## config.mk

```make
export PLATFORM = sky130hd
export DESIGN_NAME = led_seq_ctrl
export DESIGN_NICKNAME = d
export VERILOG_FILES = /design/src/rtl/led_seq_pkg.sv /design/src/rtl/led_tick_gen.sv /design/src/rtl/led_seq_ctrl.sv
export SDC_FILE = /design/constraint.sdc
export NUM_CORES = 1
export LEC_CHECK = 0
export CAP_MARGIN = 20
export CORE_ASPECT_RATIO = 0.75
export CORE_MARGIN = 4
export CORE_UTILIZATION = 40
export CTS_CLUSTER_DIAMETER = 60
export DETAILED_ROUTE_END_ITERATION = 7
export PLACE_DENSITY = 0.57
export SLEW_MARGIN = 15
export SYNTH_ARGS = -nofsm -noshare
export SYNTH_HDL_FRONTEND = slang
export SYNTH_SLANG_ARGS = --single-unit
```

## constraint.sdc

```tcl
create_clock -name clk -period 2.9 [get_ports clk]
set_input_delay 0.87 -clock clk [delete_from_list [all_inputs] [get_ports clk]]
set_output_delay 0.87 -clock clk [all_outputs]
set_load 0.05 [all_outputs]
```

## src/rtl/led_seq_pkg.sv

```systemverilog
// Shared definitions for the LED sequencer: mode encodings, widths and a pattern helper.
package led_seq_pkg;

  localparam int MODE_W = 2;
  localparam int LED_N  = 4;

  typedef enum logic [MODE_W-1:0] {
    MODE_OFF    = 2'd0,
    MODE_CHASE  = 2'd1,
    MODE_BOUNCE = 2'd2,
    MODE_COUNT  = 2'd3
  } mode_e;

  // Only the low two step bits select one of the four LEDs.
  function automatic logic [LED_N-1:0] one_hot(input logic [3:0] step);
    return 4'b0001 << step[1:0];
  endfunction

endpackage

```

## src/rtl/led_tick_gen.sv

```systemverilog
// Step-tick prescaler: one registered tick every TICK_DIV enabled cycles.
// A synchronous clear restarts the period and swallows any tick due on that edge.
module led_tick_gen #(
  parameter int TICK_DIV = 3000000,
  parameter int CNT_W    = 22
) (
  input  logic clk,
  input  logic rst,
  input  logic en_i,
  input  logic clr_i,
  output logic tick_o
);

  localparam logic [CNT_W-1:0] LAST = CNT_W'(TICK_DIV - 1);

  logic [CNT_W-1:0] cnt_q;
  logic             tick_q;

  always_ff @(posedge clk or posedge rst) begin
    if (rst) begin
      cnt_q  <= '0;
      tick_q <= 1'b0;
    end else if (clr_i || !en_i) begin
      cnt_q  <= '0;
      tick_q <= 1'b0;
    end else if (cnt_q == LAST) begin
      cnt_q  <= '0;
      tick_q <= 1'b1;
    end else begin
      cnt_q  <= cnt_q + CNT_W'(1);
      tick_q <= 1'b0;
    end
  end

  assign tick_o = tick_q;

endmodule

```

## src/rtl/led_seq_ctrl.sv

```systemverilog
// Five-LED sequencer: mode FSM loaded by a req/ack handshake, stepped by led_tick_gen.
// Optional LED_SEQ_PWM_EN adds a 4-bit brightness input that dims every lit LED.
module led_seq_ctrl
  import led_seq_pkg::*;
#(
  parameter int   TICK_DIV = 3000000,
  parameter logic LED_ON   = 1'b0,
  parameter int   CNT_W    = 22
) (
  input  logic              clk,
  input  logic              rst,
  input  logic              en,
  input  logic [MODE_W-1:0] mode_sel,
  input  logic              mode_req,
`ifdef LED_SEQ_PWM_EN
  input  logic [3:0]        bright,
`endif
  output logic              mode_ack,
  output logic              tick,
  output logic              D1,
  output logic              D2,
  output logic              D3,
  output logic              D4,
  output logic              D5
);

  mode_e            mode_q, mode_d;
  logic [3:0]       step_q, step_d;
  logic             dir_q, dir_d;
  logic             hb_q, hb_d;
  logic [LED_N-1:0] pat_q, pat_d;
  logic             ack_q;
  logic [4:0]       pins_q, pins_d;
  logic [4:0]       lit;
  logic             accept;
  logic             tick_w;
  logic             pwm_on;

  // A request held into its own ack cycle is not taken twice.
  assign accept = mode_req && !ack_q;

  led_tick_gen #(
    .TICK_DIV(TICK_DIV),
    .CNT_W   (CNT_W)
  ) u_tick (
    .clk   (clk),
    .rst   (rst),
    .en_i  (en),
    .clr_i (accept),
    .tick_o(tick_w)
  );

`ifdef LED_SEQ_PWM_EN
  logic [3:0] pwm_cnt_q;

  always_ff @(posedge clk or posedge rst) begin
    if (rst) pwm_cnt_q <= 4'd0;
    else     pwm_cnt_q <= pwm_cnt_q + 4'd1;
  end

  assign pwm_on = (pwm_cnt_q < bright);
`else
  assign pwm_on = 1'b1;
`endif

  always_comb begin
    mode_d = mode_q;
    step_d = step_q;
    dir_d  = dir_q;
    hb_d   = hb_q;
    pat_d  = pat_q;
    if (accept) begin
      mode_d = mode_e'(mode_sel);
      step_d = 4'd0;
      dir_d  = 1'b0;
    end else if (en && tick_w) begin
      // Each tick shows the current step, then advances it.
      case (mode_q)
        MODE_OFF: begin
          pat_d = '0;
          hb_d  = 1'b0;
        end
        MODE_CHASE: begin
          pat_d  = one_hot(step_q);
          step_d = {2'b00, step_q[1:0] + 2'd1};
          hb_d   = ~hb_q;
        end
        MODE_BOUNCE: begin
          pat_d = one_hot(step_q);
          hb_d  = ~hb_q;
          if (!dir_q) begin
            if (step_q == 4'd3) begin
              step_d = 4'd2;
              dir_d  = 1'b1;
            end else begin
              step_d = step_q + 4'd1;
            end
          end else begin
            if (step_q == 4'd0) begin
              step_d = 4'd1;
              dir_d  = 1'b0;
            end else begin
              step_d = step_q - 4'd1;
            end
          end
        end
        default: begin
          pat_d  = step_q;
          step_d = step_q + 4'd1;
          hb_d   = ~hb_q;
        end
      endcase
    end
    lit    = {hb_d, pat_d} & {5{pwm_on}};
    pins_d = en ? (lit ^ {5{~LED_ON}}) : {5{~LED_ON}};
  end

  always_ff @(posedge clk or posedge rst) begin
    if (rst) begin
      mode_q <= MODE_OFF;
      step_q <= 4'd0;
      dir_q  <= 1'b0;
      hb_q   <= 1'b0;
      pat_q  <= '0;
      ack_q  <= 1'b0;
      pins_q <= {5{~LED_ON}};
    end else begin
      mode_q <= mode_d;
      step_q <= step_d;
      dir_q  <= dir_d;
      hb_q   <= hb_d;
      pat_q  <= pat_d;
      ack_q  <= accept;
      pins_q <= pins_d;
    end
  end

  assign mode_ack             = ack_q;
  assign tick                 = tick_w;
  assign {D5, D4, D3, D2, D1} = pins_q;

endmodule

```

# Word-level counts from Yosys, hierarchy flattened
# Cells that the tools add are included.
# totals
register_bits	41
in_bits	6
# op_classes
n_addsub	4
n_eq_ne	5
shifts	1
mux	23
n_bitwise	2
reduce_logical	12
# ops
op	n
$mux 22	2
$mux 4	7
$add 22x1->22 const B	1
$eq 22x22->1 const B	1
$pmux 4 s3	1
$mux 1	11
$pmux 4 s2	1
$mux 5	1
$not 5->5	1
$add 4x1->4 const B	1
$eq 4x2->1 const B	1
$logic_not 4->1	1
$reduce_and 2->1	2
$reduce_bool 2->1	2
$shl 1x2->4 const A	1
$sub 4x1->4 const B	1
$add 2x1->2 const B	1
$eq 2x1->1 const B	1
$eq 2x2->1 const B	1
$logic_and 1x1->1	2
$logic_not 1->1	2
$logic_not 2->1	1
$ne 2x2->1 const B	1
$reduce_or 2->1	1
other kinds (2)	2

# Depth between registers and ports, before layout
# depth
word_depth	7
mapped_depth	7
mapped_depth_nobuf	6

# Hierarchy
# A second synthesis with hierarchy kept.
# hier_totals
cells_unflattened	235
hier_area_um2	2277.2
# modules_own_cells
module	instances	cells_each	area_each_um2
led_tick_gen	1	126	1203.7
led_seq_ctrl	1	109	1073.5

# Least setup slack after synthesis
# OpenSTA, ideal clock, no wires.
# synth_timing
path_kind	input port to flip-flop
startpoint	input en
endpoint	register step_q[3]
setup_time_ns	0.065
arrival_ns	1.967
setup_slack_ns	0.868
path_stages	5
n_path_buf	1
cell_sequence	clkbuf_1 nand2_1 a2111oi_0 nor3b_1 a211o_1
# synth_via
elab_chain_cells	3
# synth_lines
item	line	rtl
start: declaration	led_seq_ctrl.sv:12	input logic en,
$logic_and 1x1->1	led_seq_ctrl.sv:76	end else if (en && tick_w) begin
$reduce_bool 2->1 (no line)	-	
$reduce_and 2->1 (no line)	-	
end signal: assignment	led_seq_ctrl.sv:129	step_q <= step_d;
end: declaration	led_seq_ctrl.sv:28	logic [3:0] step_q, step_d;
# Every way passes these cells.
# A chain may end at the register's enable or synchronous reset.

# Worst setup path in the final report
# layout_timing
startpoint	register pins_q[4]
endpoint	output D5
# layout_rtl
item	line	rtl
start: declaration	led_seq_ctrl.sv:33	logic [4:0] pins_q, pins_d;
start signal: assignment	led_seq_ctrl.sv:126	pins_q <= {5{~LED_ON}};
start signal: assignment	led_seq_ctrl.sv:134	pins_q <= pins_d;
end: declaration	led_seq_ctrl.sv:24	output logic D5
# No word-level cell between the ends.

==> flow_metrics.py <==
metrics = {
    "critical_path": {
        "path_cells": "clkdlybuf4s50_1",
        "crit_type": "reg -> out",
        "crit_buf_inv": 1,
        "max_stage_delay_ns": 0.79,
        "cp-end-kind": "primary output",
        "critical_path.max_fanout": 1,
        "arrival_ns": 1.61,
        "worstPathRequired_ns": 2.03,
        "crit_family": "buffers and inverters",
        "worst_setup_path_start_kind": "flop",
        "slowest_stage": "clkdlybuf4s50_1",
    },
    "timing": {
        "timing_hold_violations_final": 0,
        "rsz0062_at_grt": "no",
        "fin_ws_ns": 0.424,
        "fin_tns_setup_ns": 0,
        "slew_headroom": 0.664,
        "drv_slew": 0,
        "tightest_slew_ns": 0.491,
        "setup_viol": 0,
        "fmax_ghz": 0.404,
        "fin_skew_ns": 0.00621,
        "finalCriticalPeriod_ns": 2.48,
        "period_share": 0.854,
        "fin_hold_ws_ns": 0.503,
    },
    "power_and_ir_drop": {
        "leakage_uw": 0.00103,
        "power_density_nw_per_um2": 425,
        "vdd_drop_max_uv": 193,
    },
    "final_layout": {
        "fillers": 508,
        "areaGrowthSynthToFinish_pct": 12.8,
        "regArea_sq_um": 1030,
        "final_area_sq_um": 2450,
        "drive_gt1_frac": 0.0984,
        "diodes": 0,
        "finish.utilization": 0.485,
        "nNetsFinal": 259,
        "multi_input_area_sq_um": 1070,
    },
    "cts": {
        "post_cts_resized": 0,
        "cts_root_buffer": "clkbuf_8",
        "clkTransAtPathRegs_ns": 0.07,
        "clock_tree.buffer_depth": 2,
        "cts_inserted_buffers": 5,
        "clkLatencyLatePin_ns": 0.29,
        "cts_tree": "done",
        "cts_max_level": 2,
        "clock-sinks": 41,
        "ctsHoldBuffers": 0,
        "postCtsSetupBuffers": 0,
    },
    "global_routing": {
        "grt_max_degree": 42,
        "grt_pass1_vias": 1595,
        "overflow": 0,
        "grt_first_pass_wirelength_mm": 7.89,
        "grt_antenna_before_repair": 0,
        "grt_usage": 0.147,
    },
    "floorplan": {
        "start_util": 0.430,
        "fp.dieH_um": 71.9,
        "ios": 13,
        "core_sq_um": 5060,
        "die_area_sq_um": 6700,
        "die_w_um": 93.2,
        "num_rows": 22,
    },
    "place": {
        "dp_hpwl_mm": 3.13,
        "gp_congestion": 0.767,
        "dp_slack_ns": 0.296,
        "postPlaceCellArea_sq_um": 2370,
        "numPortBuffers": 12,
    },
    "detailed_routing": {
        "drc": 0,
        "drt_iter0_markers": 85,
        "first_pass_iters": 4,
        "postRouteAntennaNets": 0,
        "routedWlPerCell_um": 14.0,
        "wirelength_mm": 4.43,
        "via_count": 1669,
        "via_per_inst": 5.28,
    },
    "hold_path": {
        "hold_class": "reg -> reg",
    },
    "yosys": {
        "synth.avg_cell_area_sq_um": 9.51,
        "synth_cells": 229,
        "synth.top_cell.area_share": 0.414,
        "yosysWarnings": 0,
        "yosysSeqAreaShare": 0.474,
        "syn_nets": 245,
        "syn_area_sq_um": 2180,
        "synth.area.top_cells": "dfrtp_1 41%, dfstp_2 6.0%, ha_1 5.7%, nand2_1 5.2%, o21ai_0 3.7%",
        "ys_types": 42,
        "synth.largest_area_cell": "dfrtp_1",
        "ys_seq_elements": 41,
    },
    "status": {
        "status": "complete, no violations",
    },
    "run": {
        "drv_cap": 0,
    },
}
-- cell usage in the layout, fill, tap and decap left out, types with 5 or more instances in the layout --
cell,n
dfrtp_1,36
nand2_1,30
nor2_1,21
o21ai_0,16
clkdlybuf4s50_1,12
nand3_1,11
a21oi_1,10
ha_1,10
inv_1,8
xor2_1,7
or3_1,6
xnor2_1,6
nand4_1,5
nor3_1,5
mux2_2,5
clkbuf_8,5
dfstp_2,5
-- flip-flops by register name (all words and copies together) (netlist names) --
signal / flops
mode_q: 2
pins_q: 5
mode_ack: 1
dir_q: 1
hb_q: 1
pat_q: 4
step_q: 4
u_tick.tick_o: 1
u_tick.cnt_q: 22
-- cell type report --
type,count,share of cell area
Clock buffer,6,0.0296
Clock inverter,2,0.00408
Inverter,9,0.0138
Multi-Input combinational cell,171,0.437
Sequential cell,41,0.420
Tap cell,72,0.0367
Timing Repair Buffer,15,0.0581
-- routing by layer --
layer	vias to the layer above	global-route usage	wire, um
li1	833	-	-
met1	794	0.238	2460
met2	38	0.196	1730
met3	4	0.0321	206
met4	0	0.0390	31
met5	-	0	0
-- cells by family after synthesis --
group	after synthesis	synth area share
AOI/OAI and AO/OA	42	0.118
adders and majority gates	10	0.0575
DFF	41	0.474
and+or+nand+nor	100	0.234
xor gates and xnor gates	13	0.0523
muxes	6	0.0305
buffers and inverters	17	0.0328
-- per-stage QoR --
step                std cells  power [uW]
floorplan                 229         662
global placement          308         700
detailed placement        308         698
CTS                       316        1060
global route              316        1100
finish                    316        1040
-- path summary, 6_finish.rpt --
| kind | cells after the start | slack [ns] | endpoint | start |
|---|---|---|---|---|
| max in group asynchronous | 3 | 1.51 | pins_q[4]$_DFF_PP1_ | rst |
| min in group asynchronous | 3 | 1.00 | u_tick.cnt_q[4]$_DFF_PP0_ | rst |
| worst min-delay path | 1 | 0.50 | pat_q[0]$_DFF_PP0_ | pat_q[0]$_DFF_PP0_ |
| worst min register to register | 1 | 0.50 | pat_q[0]$_DFF_PP0_ | pat_q[0]$_DFF_PP0_ |
| worst max-delay path | 1 | 0.42 | D5 | pins_q[4]$_DFF_PP1_ |
| worst max register to register | 5 | 0.95 | step_q[0]$_DFFE_PP0P_ | step_q[0]$_DFFE_PP0P_ |
-- power breakdown --
part / switching (uW) / leakage (uW) / total, uW / internal, uW
Clock: 191 / 0.0000450 / 357 / 167
Sequential: 6.19 / 0.000549 / 586 / 580
Combinational: 66.5 / 0.000436 / 99.3 / 32.8
-- synth_stat cells, drive strengths merged --
| library cell | n |
|---|---|
| dfrtp | 36 |
| nand2 | 30 |
| nor2 | 21 |
| o21ai | 16 |
| nand3 | 12 |
| a21oi | 10 |
| ha | 10 |
| inv | 8 |
| xor2 | 7 |
| clkbuf | 6 |
| or3 | 6 |
| xnor2 | 6 |
| dfstp | 5 |
| mux2 | 5 |
| nand4 | 5 |
| nor3 | 5 |
| o31ai | 4 |
| or4 | 4 |
| a41oi | 3 |
| and3 | 3 |
| and4 | 3 |
| nand2b | 3 |
| a211o | 2 |
| a21o | 2 |
| and2 | 2 |
| buf | 2 |
| nor3b | 2 |
| a2111oi | 1 |
| a31oi | 1 |
| and3b | 1 |
| clkinv | 1 |
| mux2i | 1 |
| nor4 | 1 |
| nor4b | 1 |
| o21a | 1 |
| o21bai | 1 |
| o22a | 1 |
| or4b | 1 |
Note: power is estimated with default switching activity, not from simulation.
